==> src/rtl/mc_controller_pkg.sv <==
// mc_controller_pkg: state codes, field encodings, opcode/funct constants and decode types
package mc_controller_pkg;
  typedef enum logic [2:0] {
    S_FETCH  = 3'd0,
    S_DECODE = 3'd1,
    S_EXEC   = 3'd2,
    S_MEM    = 3'd3,
    S_WB     = 3'd4
  } state_t;
  localparam logic [1:0] RD_RT = 2'd0, RD_RD = 2'd1, RD_RA = 2'd2;
  localparam logic [1:0] M2R_ALU = 2'd0, M2R_RAM = 2'd1, M2R_RET = 2'd2;
  localparam logic [1:0] NPC_PC4 = 2'd0, NPC_BEQ = 2'd1, NPC_J = 2'd2, NPC_REG = 2'd3;
  localparam logic [1:0] EXT_ZERO = 2'd0, EXT_SIGN = 2'd1, EXT_LUI = 2'd2;
  localparam logic [1:0] FLAG_DIS = 2'd0, FLAG_SET = 2'd1;
  localparam logic [2:0] ALU_ADD = 3'd0, ALU_SUB = 3'd1, ALU_OR = 3'd2, ALU_LESS = 3'd3, ALU_B = 3'd4;
  localparam logic [5:0] OP_RTYPE = 6'h00, OP_J = 6'h02, OP_JAL = 6'h03, OP_BEQ = 6'h04;
  localparam logic [5:0] OP_ADDI = 6'h08, OP_ADDIU = 6'h09, OP_ORI = 6'h0D, OP_LUI = 6'h0F;
  localparam logic [5:0] OP_LW = 6'h23, OP_SW = 6'h2B;
  localparam logic [5:0] F_JR = 6'h08, F_ADDU = 6'h21, F_SUBU = 6'h23, F_SLT = 6'h2A;
  typedef struct packed {
    logic addu, subu, slt, jr, ori, lw, sw, beq, lui, j, addi, addiu, jal;
  } ins_t;
  typedef struct packed {
    logic       imem_req, irwr, pcwr, regwr, memwr, memrd, alusrc;
    logic [1:0] regdst, mem2reg, npcsel, extop, flagop;
    logic [2:0] aluop;
    logic       illegal;
  } ctl_t;
endpackage

==> src/rtl/mc_decode.sv <==
// mc_decode: opcode/funct to one-hot instruction class; illegal when nothing matches
module mc_decode
  import mc_controller_pkg::*;
(
  input  logic [5:0] opcode,
  input  logic [5:0] funct,
  output ins_t       ins,
  output logic       illegal
);
  logic r;
  assign r = opcode == OP_RTYPE;
  always_comb begin
    ins       = '0;
    ins.addu  = r && funct == F_ADDU;
    ins.subu  = r && funct == F_SUBU;
    ins.slt   = r && funct == F_SLT;
    ins.jr    = r && funct == F_JR;
    ins.ori   = opcode == OP_ORI;
    ins.lw    = opcode == OP_LW;
    ins.sw    = opcode == OP_SW;
    ins.beq   = opcode == OP_BEQ;
    ins.lui   = opcode == OP_LUI;
    ins.j     = opcode == OP_J;
    ins.addi  = opcode == OP_ADDI;
    ins.addiu = opcode == OP_ADDIU;
    ins.jal   = opcode == OP_JAL;
  end
  assign illegal = ~|ins;
endmodule

==> src/rtl/mc_controller.sv <==
// mc_controller: multi-cycle MIPS control FSM with memory handshakes, addi overflow
// write suppression, illegal-opcode skipping and a retired-instruction counter.
module mc_controller
  import mc_controller_pkg::*;
#(
  parameter int NFLAG_W           = 32,
  parameter int FLAG_BIT_ZERO     = 0,
  parameter int FLAG_BIT_OVERFLOW = 1,
  parameter int CNT_W             = 32
) (
  input  logic               clk,
  input  logic               rst_n,
  input  logic [5:0]         opcode,
  input  logic [5:0]         funct,
  input  logic [NFLAG_W-1:0] NFlag,
  input  logic               imem_ready,
  input  logic               dmem_ready,
  output logic               imem_req,
  output logic               IRWr,
  output logic               PCWr,
  output logic               RegWr,
  output logic               MemWr,
  output logic               MemRd,
  output logic               ALUSrc,
  output logic [1:0]         RegDst,
  output logic [1:0]         Mem2Reg,
  output logic [1:0]         NPCSel,
  output logic [1:0]         EXTOp,
  output logic [1:0]         FlagOp,
  output logic [2:0]         ALUOp,
  output logic               illegal,
  output logic [CNT_W-1:0]   retired_cnt
);
  state_t state, nxt;
  ins_t   ins;
  ctl_t   c;
  logic   bad, ovf_q, zero, rt, imm, jmp, unused_flags;
  mc_decode u_dec (.opcode(opcode), .funct(funct), .ins(ins), .illegal(bad));
  assign zero         = NFlag[FLAG_BIT_ZERO];
  assign unused_flags = ^NFlag;
  assign rt           = ins.addu | ins.subu | ins.slt;
  assign imm          = ins.ori | ins.lui | ins.addi | ins.addiu | ins.lw | ins.sw;
  assign jmp          = ins.j | ins.jal;
  always_ff @(posedge clk or negedge rst_n) begin
    if (!rst_n) begin
      state       <= S_FETCH;
      ovf_q       <= 1'b0;
      retired_cnt <= '0;
    end else begin
      state <= nxt;
      if (state == S_EXEC) ovf_q <= ins.addi & NFlag[FLAG_BIT_OVERFLOW];
      if (c.pcwr) retired_cnt <= retired_cnt + 1'b1;
    end
  end
  always_comb begin
    nxt = state;
    c   = '0;
    case (state)
      S_FETCH: begin
        nxt        = imem_ready ? S_DECODE : S_FETCH;
        c.imem_req = 1'b1;
        c.irwr     = imem_ready;
      end
      S_DECODE: begin
        nxt       = (bad || jmp) ? S_FETCH : S_EXEC;
        c.pcwr    = bad | jmp;
        c.npcsel  = jmp ? NPC_J : NPC_PC4;
        c.regwr   = ins.jal;
        c.regdst  = ins.jal ? RD_RA : RD_RT;
        c.mem2reg = ins.jal ? M2R_RET : M2R_ALU;
        c.illegal = bad;
      end
      S_EXEC: begin
        nxt      = (ins.beq || ins.jr) ? S_FETCH : (ins.lw || ins.sw) ? S_MEM : S_WB;
        c.aluop  = (ins.subu || ins.beq) ? ALU_SUB : ins.slt ? ALU_LESS :
                   ins.ori ? ALU_OR : ins.lui ? ALU_B : ALU_ADD;
        c.alusrc = imm;
        c.extop  = ins.lui ? EXT_LUI : (imm && !ins.ori) ? EXT_SIGN : EXT_ZERO;
        c.flagop = ins.addi ? FLAG_SET : FLAG_DIS;
        c.pcwr   = ins.beq | ins.jr;
        c.npcsel = ins.jr ? NPC_REG : (ins.beq && zero) ? NPC_BEQ : NPC_PC4;
      end
      S_MEM: begin
        nxt      = !dmem_ready ? S_MEM : ins.lw ? S_WB : S_FETCH;
        c.memrd  = ins.lw;
        c.memwr  = ins.sw;
        c.aluop  = ALU_ADD;
        c.alusrc = 1'b1;
        c.extop  = EXT_SIGN;
        c.pcwr   = ins.sw & dmem_ready;
      end
      S_WB: begin
        nxt       = S_FETCH;
        c.pcwr    = 1'b1;
        c.regwr   = !(ins.addi && ovf_q);
        c.regdst  = rt ? RD_RD : RD_RT;
        c.mem2reg = ins.lw ? M2R_RAM : M2R_ALU;
      end
      default: nxt = S_FETCH;
    endcase
  end
  // reset must blank every control line immediately, not at the next edge
  assign {imem_req, IRWr, PCWr, RegWr, MemWr, MemRd, ALUSrc, RegDst, Mem2Reg,
          NPCSel, EXTOp, FlagOp, ALUOp, illegal} = rst_n ? c : '0;
endmodule
==> config.mk <==
export PLATFORM = sky130hd
export DESIGN_NAME = mc_controller
export DESIGN_NICKNAME = d
export VERILOG_FILES = /design/src/rtl/mc_controller_pkg.sv /design/src/rtl/mc_decode.sv /design/src/rtl/mc_controller.sv
export SDC_FILE = /design/constraint.sdc
export NUM_CORES = 1
export LEC_CHECK = 0
export CORE_UTILIZATION = 42
export DETAILED_ROUTE_END_ITERATION = 10
export PLACE_DENSITY = 0.9
export SLEW_MARGIN = 40
export SYNTH_ARGS = -nofsm -noshare
export SYNTH_HDL_FRONTEND = slang
export SYNTH_HIERARCHICAL = 1
export SYNTH_SLANG_ARGS = --single-unit
==> constraint.sdc <==
create_clock -name clk -period 3.54 [get_ports clk]
set_input_delay 0.531 -clock clk [delete_from_list [all_inputs] [get_ports clk]]
set_output_delay 0.531 -clock clk [all_outputs]
set_load 0.02 [all_outputs]
### Yosys cells after proc, flatten, opt, wreduce, memory -nomap -nowiden

Index checks and enable logic that the tools add are counted.

| storage, ports and cells | value |
|---|---|
| register bits | 36 |
| logic and storage cells | 82 |

| cells by class | value |
|---|---|
| add/subtract/negate cells | 1 |
| eq/ne operators | 17 |
| mux-type cells | 32 |
| bitwise logic cells | 12 |
| reductions and logical operators | 17 |

Operators with widths:

| kind | count |
|---|---|
| $add 32x1->32 const B | 1 |
| $eq 6x4->1 const B | 5 |
| $eq 6x6->1 const B | 5 |
| $mux 3 | 9 |
| $mux 21 | 1 |
| $mux 2 | 7 |
| $reduce_or 13->1 | 1 |
| $eq 6x2->1 const B | 2 |
| $pmux 3 s4 | 1 |
| $or 1x1->1 | 10 |
| $mux 1 | 8 |
| $pmux 2 s2 | 2 |
| $pmux 4 s2 | 1 |
| $logic_and 1x1->1 | 7 |
| $eq 3x2->1 const B | 2 |
| $eq 6x3->1 const B | 1 |
| $logic_not 6->1 | 1 |
| $logic_or 1x1->1 | 4 |
| $pmux 1 s2 | 2 |
| $pmux 1 s4 | 1 |
| $eq 3x1->1 const B | 1 |
| $eq 3x3->1 const B | 1 |
| $logic_not 1->1 | 3 |
| $logic_not 3->1 | 1 |
| $and 1x1->1 | 2 |

### Longest topological paths before layout

Gate-level depths: netlist of run 1.

| depth | value |
|---|---|
| word-level depth | 11 |
| gate-level depth with buffers | 10 |
| depth with buffers taken out | 8 |

### Cells and area by module

Netlist of run 1, hierarchy kept.

By module, submodules not included:

| module | times used | cells an instance | area an instance (µm²) |
|---|---|---|---|
| mc_controller | 1 | 206 | 2042.0 |
| mc_decode | 1 | 40 | 261.5 |

### Worst setup path after synthesis of run 1

OpenSTA, ideal clock, no wires.

| timing | value |
|---|---|
| path kind | input port to output port |
| start | input opcode[3] |
| end | output PCWr |
| arrival | 2.605 ns |
| required time | 3.009 ns |
| path slack | 0.404 ns |
| stages | 9 |
| path buffers | 2 |
| cells stage by stage | clkbuf_1 or4_1 or3_4 nor3_2 nor2_1 o21a_1 o211ai_4 buf_4 and2_1 |

RTL lines:

| element | line | text |
|---|---|---|
| from (decl) | mc_controller.sv:13 | `input logic [5:0] opcode,` |
| to (decl) | mc_controller.sv:20 | `output logic PCWr,` |

==> results of run 1 <==
## cell usage in the layout, fill, tap and decap left out, types with 2 or more instances in the layout
master,netlist,final
a21oi_1,5,5
and2_1,6,6
and3_1,15,15
buf_2,2,2
buf_4,6,15
clkbuf_1,4,2
clkbuf_8,0,6
clkdlybuf4s50_1,0,62
dfrtp_1,36,36
dlygate4sd2_1,0,5
inv_1,3,3
nand2_1,15,15
nand2b_1,6,6
nand3_1,10,10
nand3b_1,4,4
nand4_1,22,22
nor2_1,22,21
nor2b_1,7,7
nor3_1,5,5
nor3b_1,4,4
nor3b_2,2,2
nor4_1,4,4
nor4_4,1,2
o21ai_0,5,5
o31a_1,2,2
or2b_1,2,2
or4_4,1,2
xnor2_1,26,26
xor2_1,6,6
## path summary, 6_finish.rpt
check,end,slack [ns],depth (start not counted)
worst max-delay path,ALUOp[2],0.08,7
worst min-delay path,state[2],0.06,1
worst max register to register,retired_cnt[21],1.28,6
worst min register to register,retired_cnt[31],0.48,1
max in group asynchronous,retired_cnt[22],2.85,2
min in group clk,retired_cnt[31],0.48,1
## flip-flops by register name (all words and copies together), names as in the netlist
name / flops
ovf_q: 1
retired_cnt: 32
state: 3
## cell families after synthesis
kind of cell               count (synthesis)  synth area share
and+or+nand+nor                          139             0.372
adders and majority gates                  1           0.00543
muxes                                      2           0.00923
AOI/OAI and AO/OA                         19            0.0592
other                                      1           0.00163
DFF                                       36             0.391
buffers and inverters                     16            0.0402
xor gates and xnor gates                  32             0.122
## power by group through the flow
stage | clock network, uW | logic (uW) | registers (uW)
global placement | 0 | 311 | 538
finish | 299 | 322 | 536
detailed placement | 0 | 321 | 542
CTS | 305 | 322 | 535
global route | 323 | 345 | 544
floorplan | 0 | 167 | 548
## layer usage
layer	track usage	up-vias
met2	0.385	62
met3	0.0407	19
met1	0.251	1054
met4	0.0865	0
li1	-	1035
met5	0	-
## worst max-delay path, cell delays in order
cell	delay, ns
clkdlybuf4s50_1	0.42
or4_4	0.58
or3_4	0.43
nor2_2	0.17
nor2_1	0.07
and3_1	0.18
clkdlybuf4s50_1	0.55
## area by class of cell
type / instances / area share
inverters: 3 / 0.00351
multi-input cells: 194 / 0.415
clock buffers: 8 / 0.0281
repair buffers: 84 / 0.245
well taps: 70 / 0.0273
flip-flops and latches: 36 / 0.281
## repair_timing
action | CTS | global route
setup buffers | 0 | 0
resized for setup | 9 | 4
pin swaps | 0 | 1
endpoints found under the setup margin | 6 | 4
## metrics by stage
stage          hold slack (ns)  setup TNS, ns  utilization
3_3_place_gp             0.368         -0.579        0.597
3_5_place_dp             0.370         -0.663        0.597
6_report                0.0575              0        0.616
2_1_floorplan            0.235              0            -
4_1_cts                 0.0544              0        0.615
5_1_grt                 0.0572              0        0.616
==> impl_metrics.json, run 1 <==
{
  "status": "completed",
  "seqPwrFrac": 0.464,
  "fin_area_um2": 3210,
  "placed_cells": 387,
  "cp-startpoint": "opcode[5]",
  "seq_area_um2": 901,
  "cts_tree": "built",
  "antenna_left": 0,
  "p_switching_uw": 389,
  "period_share": 0.979,
  "cp-start-kind": "input pin",
  "wl_met2_mm": 3.02,
  "powerDensity_nw_per_um2": 361,
  "core_area_um2": 5200,
  "num_antenna_cells": 0,
  "syn_area_um2": 2300,
  "clkTransAtPathRegs_ns": 0.07,
  "avgViaCountPerCell": 5.49,
  "post-place-ws_ns": -0.341,
  "die_area_um2": 5780,
  "antenna_found_initial": 0,
  "grt_pass1_wl_mm": 9.78,
  "cts_hold_buffers": 0,
  "synth_edf_count": 0,
  "setup_violations": 0,
  "hold_viol_final": 0,
  "final_cell_count_no_fill": 395,
  "drv_cap": 0,
  "clk_path_buf_depth": 2,
  "crit_type": "in2out",
  "drcViolationCount": 0,
  "num_rows": 26,
  "clock_latency_ns": 0.29,
  "overflow": 0,
  "num_vias": 2170,
  "synth-seq-area-share": 0.391,
  "crit_fanout": 4,
  "cts_made_buffers": 5,
  "num-fill-cells": 430,
  "leakage_uw": 0.00129,
  "syn_inst": 246,
  "critPathArrivalTime_ns": 2.93,
  "tightest_slew_ns": 0.596,
  "p_clk_frac": 0.258,
  "fmax_mhz": 289,
  "syn_area_per_cell_um2": 9.36,
  "min_period_ns": 3.46,
  "initial_core_util": 0.443,
  "htreeDepth": 2,
  "die_y_um": 76.1,
  "hold_path_class": "in2async",
  "ys_async_sr_fraction": 1.00,
  "wl_met1_mm": 2.52,
  "cts_root_buf": "clkbuf_8",
  "avgRoutedWirePerCell_um": 15.2,
  "fin_skew_ns": 0.00603,
  "port_buffers": 69,
  "switching_share": 0.336,
  "synth.most_common_cell": "dfrtp_1",
  "ys_top_cells_by_area": "dfrtp_1 (39%), xnor2_1 (9.9%), nand4_1 (6.0%)",
  "dr.pass1.iters": 4,
  "gp_congestion": 0.893,
  "worst_setup_path_end_kind": "output port",
  "drv_slew": 0,
  "ios": 101,
  "ys.warnings.count": 6,
  "grt_usage": 0.214,
  "grt_max_degree": 34,
  "rsz0062_at_grt": "false",
  "fp.dieW_um": 76.1,
  "power_frac_comb": 0.278,
  "grt_pass1_vias": 2071,
  "maxSlewHeadroom": 0.603,
  "peakVddDrop_v": 0.000377,
  "intPower_uw": 768,
  "drive_above_1_share": 0.117,
  "dp_hpwl_mm": 4.44,
  "fin_nets": 373,
  "worst_slack_ns": 0.0756,
  "area_delta_synth_final_pct": 39.3,
  "drtIter0Drc": 195,
  "r2r_start": "state[0]",
  "highest_layer": "met4",
  "worst-endpoint-required_ns": 3.01,
  "wl_mm": 6.00,
  "dpl_cell_area_um2": 3110,
  "wl_met3_um": 302,
  "yosys.cell_types.count": 51,
  "multi_input_area_um2": 1330,
  "yosys-top-cells-count": "dfrtp_1 (36), xnor2_1 (26), nand4_1 (22), nor2_1 (22)",
  "clock_sinks": 36,
  "ys.flop_type": "dfrtp_1",
  "yosysTopAreaCell": "dfrtp_1",
  "synth_seq_cells": 36,
  "p_total_uw": 1160,
  "synth_fp_nets": 295,
  "synth_top_area_frac": 0.391
}
No activity file was read; power rests on OpenSTA's default activity.
==> run 2: changes to the inputs <==
- RECOVER_POWER: unset -> 100
- SYNTH_HIERARCHICAL: 1 -> unset
- clock period: 3.54 -> 3.9 ns (I/O delays scaled with it)
==> impl_metrics.json, run 2 <==
{
  "synth.most_common_cell": "dfrtp_1",
  "ys.flop_type": "dfrtp_1",
  "grt_pass1_wl_mm": 8.75,
  "synth_fp_nets": 297,
  "period_share": 0.960,
  "synth-seq-area-share": 0.396,
  "avgViaCountPerCell": 5.47,
  "ys_async_sr_fraction": 1.00,
  "clock_sinks": 36,
  "dr.pass1.iters": 4,
  "cts_made_buffers": 5,
  "cts.repair.resized": 0,
  "leakage_uw": 0.00113,
  "synth_seq_cells": 36,
  "clkTransAtPathRegs_ns": 0.07,
  "worst_setup_path_end_kind": "output port",
  "crit_fanout": 5,
  "violations": "max-capacitance violations, max-slew violations",
  "layout_commonest_cell": "dlygate4sd3_1",
  "syn_area_um2": 2270,
  "initial_core_util": 0.440,
  "rsz0062_at_grt": "false",
  "post-cts-setup-buffer-count": 0,
  "drcViolationCount": 0,
  "antenna_left": 0,
  "drv_cap": 1,
  "num_antenna_cells": 0,
  "top_regs": "retired_cnt (32), state (3), ovf_q (1)",
  "yosys.cell_types.count": 45,
  "drtIter0Drc": 109,
  "fin_skew_ns": 0.00514,
  "fin_nets": 364,
  "core_area_um2": 5170,
  "ios": 101,
  "maxSlewHeadroom": -0.0971,
  "status": "finished, violations left",
  "grt_max_degree": 33,
  "powerDensity_nw_per_um2": 311,
  "wl_mm": 5.47,
  "overflow": 0,
  "synth_edf_count": 0,
  "worst-endpoint-required_ns": 3.31,
  "dp_hpwl_mm": 4.05,
  "cts_hold_buffers": 0,
  "num_rows": 26,
  "synth_top_area_frac": 0.396,
  "cts_tree": "built",
  "cp-start-kind": "input pin",
  "clock_latency_ns": 0.29,
  "mostFrequentLayoutCells": "dlygate4sd3_1 (51), dfrtp_1 (36), nand2_1 (24)",
  "ys.warnings.count": 0,
  "hold_viol_final": 0,
  "fp.dieW_um": 75.6,
  "peakVddDrop_v": 0.000213,
  "htreeDepth": 2,
  "hold_path_class": "in2async",
  "critPathArrivalTime_ns": 3.16,
  "die_y_um": 75.6,
  "largest_register_ffs": 32,
  "drive_above_1_share": 0.0570,
  "antenna_found_initial": 0,
  "p_total_uw": 933,
  "fmax_mhz": 267,
  "crit_type": "in2out",
  "avgRoutedWirePerCell_um": 14.2,
  "clk_path_buf_depth": 2,
  "tightest_slew_ns": 1.65,
  "cts_root_buf": "clkbuf_8",
  "num_vias": 2113,
  "die_area_um2": 5710,
  "ys_top_cells_by_area": "dfrtp_1 (40%), xor2_1 (6.5%), xnor2_1 (5.8%)",
  "drv_slew": 33,
  "port_buffers": 69,
  "min_period_ns": 3.74,
  "syn_inst": 248,
  "regMostFlops": "retired_cnt",
  "yosysTopAreaCell": "dfrtp_1",
  "gp_congestion": 0.831,
  "syn_area_per_cell_um2": 9.17,
  "grt_pass1_vias": 1898,
  "area_delta_synth_final_pct": 31.8,
  "setup_violations": 0,
  "yosys-top-cells-count": "dfrtp_1 (36), nand2_1 (24), nor2_1 (23)",
  "grt_usage": 0.200,
  "setup_tns_ns": 0
}
==> run 2: stage by stage <==
| stage | utilization | hold WS [ns] | setup slack, ns | std cells | cell area [um^2] |
|---|---|---|---|---|---|
| finish | 0.579 | 0.276 | 0.158 | 386 | 3000 |
| global route | 0.579 | 0.297 | 0.0280 | 386 | 3000 |
| CTS | 0.597 | 0.149 | 0.198 | 386 | 3090 |
| detailed placement | 0.579 | 0.462 | 0.217 | 378 | 3000 |
| global placement | 0.579 | 0.447 | 0.250 | 378 | 3000 |
| floorplan | - | 0.289 | 1.05 | 248 | 2270 |
==> run 2: kinds of logic (layout without fill, tap and decap cells) <==
group           Yosys count  in the layout  synth area share
compound gates           24             24            0.0688
xor+xnor                 32             32             0.123
fa+ha+maj                 1              1           0.00550
buf+inv                  18             86            0.0457
flops                    36             36             0.396
mux                       1              1           0.00495
other cells               1              1           0.00165
simple gates            135            135             0.354
==> run 2: final cells by class <==
| class | instances | area [um^2] |
|---|---|---|
| Fill cell | 449 | 2180 |
| Multi-Input combinational cell | 194 | 1190 |
| Sequential cell | 36 | 901 |
| Timing Repair Buffer | 74 | 711 |
| Clock buffer | 8 | 90.1 |
| Tap cell | 70 | 87.6 |
| Inverter | 4 | 15.0 |
==> run 2: power breakdown <==
part	switching (uW)	total, uW	internal (uW)
clock	127	271	144
sequential	40.6	442	401
combinational	128	220	92.5
total	295	933	638
==> run 2: metal layers <==
layer	global-route usage	wire, um	vias to the layer above
met4	0.0679	65	0
met5	0	0	-
met1	0.244	2370	996
li1	-	-	1009
met2	0.343	2630	101
met3	0.0542	403	7
==> run 2: path summary, 6_finish.rpt <==
check | from | endpoint | slack [ns] | cells after the start
max | opcode[4] | NPCSel[1] | 0.16 | 8
min | rst_n | state[0] | 0.28 | 1
max reg2reg | state[0] | retired_cnt[28] | 1.28 | 7
min reg2reg | retired_cnt[31] | retired_cnt[31] | 0.48 | 1
max in group asynchronous | rst_n | retired_cnt[27] | 1.69 | 2
min in group clk | retired_cnt[31] | retired_cnt[31] | 0.48 | 1
==> run 2: worst max-delay path, cell delays in order <==
cell	delay [ns]
clkdlybuf4s50_1	0.46
or3_4	0.42
nor4_1	0.37
nand4_1	0.24
nor3_1	0.19
a21oi_1	0.06
nor3b_1	0.20
clkdlybuf4s50_1	0.64
